==> config.mk <==
export PLATFORM = sky130hd
export DESIGN_NAME = msrv32_dmem_ctrl
export DESIGN_NICKNAME = d
export VERILOG_FILES = /design/src/rtl/msrv32_pkg.sv /design/src/rtl/msrv32_store_align.sv /design/src/rtl/msrv32_dmem_ctrl.sv
export SDC_FILE = /design/constraint.sdc
export NUM_CORES = 1
export LEC_CHECK = 0
export ABC_AREA = 0
export CORE_AREA = 2 2 112 114
export DETAILED_ROUTE_END_ITERATION = 12
export DIE_AREA = 0 0 114 116
export HOLD_SLACK_MARGIN = 0.03
export PLACE_DENSITY_LB_ADDON = 0.1
export SLEW_MARGIN = 20
export SYNTH_ARGS = -nofsm -noshare
export SYNTH_HDL_FRONTEND = slang
export SYNTH_SLANG_ARGS = --single-unit
export TNS_END_PERCENT = 30
==> constraint.sdc <==
create_clock -name ms_riscv32_mp_clk_in -period 2.4 [get_ports ms_riscv32_mp_clk_in]
set_clock_uncertainty 0.2 [all_clocks]
set_input_delay 0.48 -clock ms_riscv32_mp_clk_in [delete_from_list [all_inputs] [get_ports ms_riscv32_mp_clk_in]]
set_output_delay 0.48 -clock ms_riscv32_mp_clk_in [all_outputs]
set_load 0.02 [all_outputs]
==> src/rtl/msrv32_pkg.sv <==
// Shared types and codes for the RV32 data-memory path.
package msrv32_pkg;

    typedef enum logic [1:0] {
        ST_IDLE = 2'b00,
        ST_ADDR = 2'b01,
        ST_DATA = 2'b10,
        ST_DONE = 2'b11
    } dmem_state_e;

    localparam logic [1:0] SIZE_BYTE = 2'b00;
    localparam logic [1:0] SIZE_HALF = 2'b01;
    localparam logic [1:0] SIZE_WORD = 2'b10;

    localparam logic [1:0] HTRANS_IDLE   = 2'b00;
    localparam logic [1:0] HTRANS_NONSEQ = 2'b10;

    // Size code 11 behaves as a word access.
    function automatic logic is_misaligned(input logic [1:0] size, input logic [1:0] addr_lo);
        case (size)
            SIZE_BYTE: return 1'b0;
            SIZE_HALF: return addr_lo[0];
            default:   return addr_lo != 2'b00;
        endcase
    endfunction

endpackage

==> src/rtl/msrv32_store_align.sv <==
// Store lane replication and byte-strobe generation for the data bus.
module msrv32_store_align
    import msrv32_pkg::*;
(
    input  logic [1:0]  size,
    input  logic [1:0]  addr_lo,
    input  logic [31:0] wdata,
    output logic [31:0] hwdata,
    output logic [3:0]  mask
);

    always_comb begin
        hwdata = wdata;
        mask   = 4'b1111;
        case (size)
            SIZE_BYTE: begin
                hwdata = {4{wdata[7:0]}};
                mask   = 4'b0001 << addr_lo;
            end
            SIZE_HALF: begin
                hwdata = {2{wdata[15:0]}};
                mask   = addr_lo[1] ? 4'b1100 : 4'b0011;
            end
            default: ;
        endcase
    end

endmodule

==> src/rtl/msrv32_dmem_ctrl.sv <==
// Data-memory transaction controller: one load/store at a time on an
// AHB-Lite-style bus, with wait-state absorption and a data-phase timeout.
//
// state | meaning
// IDLE  | ready for a request; misaligned requests skip straight to DONE
// ADDR  | NONSEQ address phase, held until hready
// DATA  | data phase, counting wait cycles against WAIT_LIMIT
// DONE  | one-cycle completion pulse to the load unit
module msrv32_dmem_ctrl #(
    parameter int WAIT_LIMIT = 16
) (
    input  logic        ms_riscv32_mp_clk_in,
    input  logic        ms_riscv32_mp_rst_in,
    input  logic        req_valid_in,
    output logic        req_ready_out,
    input  logic        req_store_in,
    input  logic [31:0] req_addr_in,
    input  logic [1:0]  req_size_in,
    input  logic        req_unsigned_in,
    input  logic [31:0] req_wdata_in,
    output logic [31:0] haddr_out,
    output logic [1:0]  htrans_out,
    output logic        hwrite_out,
    output logic [31:0] hwdata_out,
    output logic [3:0]  wr_mask_out,
    input  logic [31:0] hrdata_in,
    input  logic        hready_in,
    input  logic        hresp_in,
    output logic [31:0] lu_data_out,
    output logic [1:0]  lu_load_size_out,
    output logic        lu_load_unsigned_out,
    output logic [1:0]  lu_iadder_1_to_0_out,
    output logic        lu_ahb_resp_out,
    output logic        done_valid_out,
    output logic        misaligned_out,
    output logic        stall_out
);
    import msrv32_pkg::*;

    localparam logic [7:0] WAIT_LAST = 8'(WAIT_LIMIT - 1);

    dmem_state_e state;
    logic        store_q;
    logic [1:0]  addr_lo_q;
    logic [1:0]  size_q;
    logic        unsigned_q;
    logic [31:0] wdata_q;
    logic [7:0]  wait_cnt;
    logic [3:0]  lane_mask;

    msrv32_store_align u_align (
        .size    (size_q),
        .addr_lo (addr_lo_q),
        .wdata   (wdata_q),
        .hwdata  (hwdata_out),
        .mask    (lane_mask)
    );

    assign wr_mask_out = (state == ST_ADDR && store_q) ? lane_mask : 4'b0000;
    assign stall_out   = (state == ST_ADDR) || (state == ST_DATA) ||
                         (state == ST_IDLE && req_valid_in);

    always_ff @(posedge ms_riscv32_mp_clk_in) begin
        if (ms_riscv32_mp_rst_in) begin
            state                <= ST_IDLE;
            req_ready_out        <= 1'b1;
            htrans_out           <= HTRANS_IDLE;
            hwrite_out           <= 1'b0;
            haddr_out            <= '0;
            done_valid_out       <= 1'b0;
            misaligned_out       <= 1'b0;
            wait_cnt             <= '0;
            store_q              <= 1'b0;
            addr_lo_q            <= '0;
            size_q               <= '0;
            unsigned_q           <= 1'b0;
            wdata_q              <= '0;
            lu_data_out          <= '0;
            lu_load_size_out     <= '0;
            lu_load_unsigned_out <= 1'b0;
            lu_iadder_1_to_0_out <= '0;
            lu_ahb_resp_out      <= 1'b0;
        end else begin
            done_valid_out <= 1'b0;
            misaligned_out <= 1'b0;
            case (state)
                ST_IDLE: begin
                    if (req_valid_in) begin
                        store_q       <= req_store_in;
                        addr_lo_q     <= req_addr_in[1:0];
                        size_q        <= req_size_in;
                        unsigned_q    <= req_unsigned_in;
                        wdata_q       <= req_wdata_in;
                        req_ready_out <= 1'b0;
                        if (is_misaligned(req_size_in, req_addr_in[1:0])) begin
                            state                <= ST_DONE;
                            done_valid_out       <= 1'b1;
                            misaligned_out       <= 1'b1;
                            lu_load_size_out     <= req_size_in;
                            lu_load_unsigned_out <= req_unsigned_in;
                            lu_iadder_1_to_0_out <= req_addr_in[1:0];
                        end else begin
                            state      <= ST_ADDR;
                            htrans_out <= HTRANS_NONSEQ;
                            hwrite_out <= req_store_in;
                            haddr_out  <= {req_addr_in[31:2], 2'b00};
                        end
                    end
                end
                ST_ADDR: begin
                    if (hready_in) begin
                        state      <= ST_DATA;
                        htrans_out <= HTRANS_IDLE;
                        hwrite_out <= 1'b0;
                        wait_cnt   <= '0;
                    end
                end
                ST_DATA: begin
                    // A timeout reports an error but leaves the previous read word intact.
                    if (hready_in || wait_cnt == WAIT_LAST) begin
                        state                <= ST_DONE;
                        done_valid_out       <= 1'b1;
                        lu_load_size_out     <= size_q;
                        lu_load_unsigned_out <= unsigned_q;
                        lu_iadder_1_to_0_out <= addr_lo_q;
                        if (hready_in) begin
                            lu_data_out     <= hrdata_in;
                            lu_ahb_resp_out <= hresp_in;
                        end else begin
                            lu_ahb_resp_out <= 1'b1;
                        end
                    end else begin
                        wait_cnt <= wait_cnt + 8'd1;
                    end
                end
                ST_DONE: begin
                    state         <= ST_IDLE;
                    req_ready_out <= 1'b1;
                end
                default: state <= ST_IDLE;
            endcase
        end
    end

endmodule

== Word level (Yosys, flattened, before mapping) ==
Index checks and enable logic that the tools add are counted.
Cells by class
  muxes and demuxes: 43
  $mul: 0
  reduce and logical (&&, ||, !) cells: 23
  $add $sub $neg: 1
  div/mod/pow operators: 0
  equality and inequality tests: 12
  bitwise logic cells: 2
  order comparisons: 0
  shifts and indexed selects: 1
Operators with widths (count)
  $pmux W32 S2: 1
  $mux W2: 13
  $mux W8: 2
  $pmux W8 S2: 1
  $mux W1: 14
  $pmux W2 S2: 3
  $reduce_and A3 Y1: 4
  $pmux W1 S2: 5
  $reduce_bool A2 Y1: 5
  $add A8 B1 Y8 const B: 1
  $eq A8 B4 Y1 const B: 1
  $mux W4: 2
  $ne A2 B2 Y1 const B: 4
  $pmux W2 S4: 1
  $pmux W4 S2: 1
  $reduce_and A4 Y1: 2
  $eq A2 B1 Y1 const B: 3
  $logic_not A2 Y1: 3
  $reduce_and A2 Y1: 3
  $eq A2 B2 Y1 const B: 2
  $ne A2 B1 Y1 const B: 2
  $shl A1 B2 Y4 const A: 1
  $logic_or A1 B1 Y1: 3
  $logic_and A1 B1 Y1: 2
  2 further kinds: 3
Storage, ports and cells
  ROM bits: 0
  word-level logic and storage cells: 100
  bits in writable memories: 0
  input port bits: 105
  output and inout port bits: 113
  memories: 0
  flip-flop bits (word level): 122
  latch bits: 0

== Logic depth before layout (Yosys ltp) ==
  word-level depth: 8
  depth in mapped cells: 8
  depth with buffers taken out: 6

== Modules after synthesis ==
From an unflattened synthesis, not the netlist that was laid out.
Unflattened totals
  cell total of the unflattened synthesis: 635
  area, all modules: 5146.2 sq um
By module, submodules not included
  msrv32_dmem_ctrl: cells each 575, area each 4614.4 sq um, sequential area each 2422.3 sq um, times used 1
  msrv32_store_align: cells each 60, area each 531.8 sq um, sequential area each 0.0 sq um, times used 1

== Worst setup path before layout ==
Ideal clock, no wire load.
  path type: reg-to-output
  from: register size_q[0]
  to: output hwdata_out[24]
  setup slack: 346 ps
  arrival: 1374 ps
  stages on the path, launching flop included: 4
  path through: dfxtp_1 > buf_1 > mux2i_1 > o21ai_0
On the way
  cells in the longest elaborated chain, start to end: 2
  elaborated cells between the ends (all ways): 3
  classes of those cells: eq/ne: 1; mux: 1; reduce/logical: 1
Ends and longest elaborated chain
  start, declared: line msrv32_dmem_ctrl.sv:45  | logic [1:0] size_q;
  start signal, assigned: line msrv32_dmem_ctrl.sv:91  | size_q <= req_size_in;
  $eq A2 B1 Y1 or $logic_not A2 Y1 (tied branches): line msrv32_store_align.sv:15  | case (size)
  $pmux W32 S2 *: line msrv32_store_align.sv:15
  end, declared: line msrv32_dmem_ctrl.sv:24  | output logic [31:0] hwdata_out,
Mark *: on every way between the ends. The rest lies on a longest branch, timed or not.

== Final worst setup path ==
  from: register size_q[1]
  to: output hwdata_out[15]
The elaborated chain is that of the path after synthesis.

==> metrics <==
per-cell via count in the routed design=5.00; highest ir drop seen on vdd=0.523 mV; post-detailed-placement half-perimeter wirelength=10.8 mm; post-synthesis sequential area ratio=47.6%; mean routed wirelength per cell=15.0 um; Clock Path Buffers=2; Setup Slack @ Placement=-0.0395 ns; shortest clock period the worst path allows after layout=2.36 ns; internal power contribution=5.09 mW; combinational fraction of design power=33.4%; Core ar.=11900 um^2; Cell Area, Placed=7390 um^2; root buffer cell=sky130_fd_sc_hd__clkbuf_16; area share of the leading cell type in the synthesized netlist=47.6%; number of clock sinks=121; Die W=114 um; remaining design rule violation count=0; Final #Nets=956; count of inserted antenna diode cells=0; final-layout setup total negative slack=0 ns; CTS Buf Count=17; crit path launch type=flop; Cells after Synth=642; sequential share of power=33.8%; level count of the clock H-tree=4; synth-to-layout area growth=56.5%; maximum number of pins on one net before global-route repair=50; number of antenna violations at the first check in global routing=0; number of DRC markers after the initial detailed-route iteration=301; normalized max-slew margin=64.4%; cell depth of the worst flop-to-flop path=7; area of the die=13200 um^2; power per cell area=942 nW/um^2; RePlAce Congestion=0.849; kind of path behind the tightest hold check=reg2reg; most frequent cell after synthesis=sky130_fd_sc_hd__nand2_1; number of synthesized register bits=121; share of layout cells above drive strength 1=11.5%; most instantiated cells after synthesis=sky130_fd_sc_hd__nand2_1 (221), sky130_fd_sc_hd__dfxtp_1 (121), sky130_fd_sc_hd__a21oi_1 (113), sky130_fd_sc_hd__clkbuf_1 (36), sky130_fd_sc_hd__mux2_2 (21); Largest stage delay, worst path=0.36 ns; reg-to-reg slack, setup=0.24 ns; EDFF count, synth=0; part of the total power dissipated in the clock network=32.9%; total of hold buffers inserted after clock tree synthesis=0; leakage dissipation=3.03 nW; smallest setup slack after layout=0.0435 ns; Remaining Overflow, GRT=0; clock tree from TritonCTS=built; most frequently used flop master after synthesis=sky130_fd_sc_hd__dfxtp_1; Hold Crit Depth=2; hold path endpoint=lu_data_out[2]$_SDFFE_PP0P_; max-slew violation count=0; net switching power figure=2.42 mW; post-route cell area=7970 um^2; Critical Path AT=1.68 ns; All-Layer GR Usage=22.6%; slew at the pin with the worst max-slew slack=0.534 ns; number of placement rows=40; CTS clock-pin slew for the worst setup and hold paths=0.05 ns; Async SR Flop Fraction=0%; max-capacitance violation count=0; critical path class=reg2out; height of the die=116 um; Syn Std Cell Area=5090 um^2; CP Data Required Time=1.72 ns; FF-to-FF Start=state[1]$_SDFFE_PP0P_; Synth area leader=sky130_fd_sc_hd__dfxtp_1; outcome=completed; fill count=1011; via total after detailed routing=5032; post-detailed-route count of antenna-violating nets=0; end of the worst register-to-register path=wait_cnt[3]$_SDFFE_PP0P_; total of warnings raised by yosys=0; Starting Density=42.8%; final setup vio count=0; Worst Hold Launch=lu_data_out[2]$_SDFFE_PP0P_; total wire length=15.1 mm; number of primary I/O pins=218; final hold violation count=0; Avg Synthesized Cell Area=7.93 um^2; Port Buf Inserts=214; cells along the critical path=nor2_1, buf_6, mux2_2, clkdlybuf4s15_2; Highest Clock Rate=0.424 GHz; wire length of the first global-routing pass=23.5 mm; Tcrit/Tclk final=98.2%; worst skew pair latency=0.41 ns; Crit Path Max Fanout=8; top cells by area in the synthesized netlist=sky130_fd_sc_hd__dfxtp_1 (48%), sky130_fd_sc_hd__nand2_1 (16%), sky130_fd_sc_hd__a21oi_1 (11%), sky130_fd_sc_hd__mux2_2 (4.6%), sky130_fd_sc_hd__clkbuf_1 (2.7%); kind of end point of the critical path=primary output; number of distinct standard cells referenced by the synthesized netlist=47; vias in the first global route=4807; number of optimization iterations in the first detailed-route pass=4; Final Core Density=66.9%; Max stage delay cell, worst path=sky130_fd_sc_hd__dfxtp_2; setup repair after global routing missed its margin=yes; net switching share of the total power=32.3%; worst hold margin=0.250 ns
repair_timing:
| action | 4_1_cts | 5_1_grt |
|---|---|---|
| gates resized for setup | 49 | 8 |
| pin swaps | 0 | 0 |
| buffers inserted | 0 | 0 |
| setup endpoints to repair | 29 | 24 |
kinds of logic after synthesis:
group | synth area share, %
AOI/OAI and AO/OA | 16.5
other | 0.0736
muxes | 7.00
and+or+nand+nor | 22.0
adders and majority gates | 1.23
DFF | 47.6
buffers and inverters | 5.60
layer usage:
layer	GRT usage [%]	vias up	wire [um]
met5	0	-	0
met4	9.59	0	244
met3	9.57	23	1400
met2	37.7	181	7370
met1	25.4	2299	6050
li1	-	2529	-
cell type report:
class                           count  area [um^2]  area share (%)
Clock buffer                       25          526            6.59
Clock inverter                      7         62.6           0.785
Inverter                            7         26.3           0.330
Multi-Input combinational cell    461         2400            30.1
Sequential cell                   121         2420            30.4
Tap cell                          147          184            2.31
Timing Repair Buffer              238         2350            29.5
worst max path at each step:
stage | startpoint | endpoint | slack (ns)
2_1_floorplan | size_q[0]$_SDFFE_PP0P_ | hwdata_out[24] | 0.35
3_3_place_gp | req_valid_in | stall_out | -0.02
3_5_place_dp | req_valid_in | stall_out | -0.04
4_1_cts | size_q[0]$_SDFFE_PP0P_ | hwdata_out[8] | 0.0003
5_1_grt | size_q[1]$_SDFFE_PP0P_ | hwdata_out[15] | -0.00006
6_report | size_q[1]$_SDFFE_PP0P_ | hwdata_out[15] | 0.04
power by group through the flow:
stage          sequential [mW]  combinational (mW)  clock [mW]
2_1_floorplan             2.74                1.24           0
3_3_place_gp              2.55                2.54           0
3_5_place_dp              2.57                2.57           0
4_1_cts                   2.53                2.53        2.53
5_1_grt                   2.57                2.71        2.62
6_report                  2.53                2.50        2.47
worst max-delay path, delay by kind of cell, from the launching register on:
family,cells,cell delay (ns)
simple gates,1,0.14
flops,1,0.36
buf+inv,2,0.43
mux,1,0.34
state kept, by name, indices dropped and copies added, names as in the netlist:
| signal | flops |
|---|---|
| done_valid_out | 1 |
| wdata_q | 32 |
| lu_iadder_1_to_0_out | 2 |
| misaligned_out | 1 |
| size_q | 2 |
| store_q | 1 |
| hwrite_out | 1 |
| lu_data_out | 32 |
| htrans_out | 1 |
| lu_load_unsigned_out | 1 |
| wait_cnt | 8 |
| state | 2 |
| req_ready_out | 1 |
| addr_lo_q | 2 |
| lu_load_size_out | 2 |
| unsigned_q | 1 |
| lu_ahb_resp_out | 1 |
| haddr_out | 30 |
cell usage in the layout, fill, tap and decap left out, types with 4 or more instances in the layout:
| cell | synthesis | final |
|---|---|---|
| sky130_fd_sc_hd__nand3_1 | 6 | 6 |
| sky130_fd_sc_hd__buf_12 | 0 | 4 |
| sky130_fd_sc_hd__clkdlybuf4s15_2 | 0 | 7 |
| sky130_fd_sc_hd__mux2i_1 | 12 | 12 |
| sky130_fd_sc_hd__dlygate4sd2_1 | 0 | 19 |
| sky130_fd_sc_hd__dfxtp_1 | 121 | 119 |
| sky130_fd_sc_hd__mux2_2 | 21 | 21 |
| sky130_fd_sc_hd__nand2b_1 | 5 | 5 |
| sky130_fd_sc_hd__buf_4 | 11 | 19 |
| sky130_fd_sc_hd__clkbuf_8 | 0 | 7 |
| sky130_fd_sc_hd__clkdlybuf4s50_1 | 0 | 184 |
| sky130_fd_sc_hd__clkinv_2 | 0 | 5 |
| sky130_fd_sc_hd__a211oi_1 | 5 | 5 |
| sky130_fd_sc_hd__ha_1 | 5 | 5 |
| sky130_fd_sc_hd__clkbuf_16 | 0 | 17 |
| sky130_fd_sc_hd__a21oi_1 | 113 | 112 |
| sky130_fd_sc_hd__nand2_1 | 221 | 221 |
| sky130_fd_sc_hd__nor2b_1 | 9 | 9 |
| sky130_fd_sc_hd__o21ai_0 | 12 | 11 |
| sky130_fd_sc_hd__inv_1 | 7 | 7 |
| sky130_fd_sc_hd__nor2_1 | 13 | 13 |
metrics by stage:
step / std cells / power (mW)
2_1_floorplan: 644 / 3.99
3_3_place_gp: 974 / 5.09
3_5_place_dp: 974 / 5.14
4_1_cts: 1006 / 7.59
5_1_grt: 1006 / 7.90
6_report: 1006 / 7.51
(Power assumes the default switching activity.)
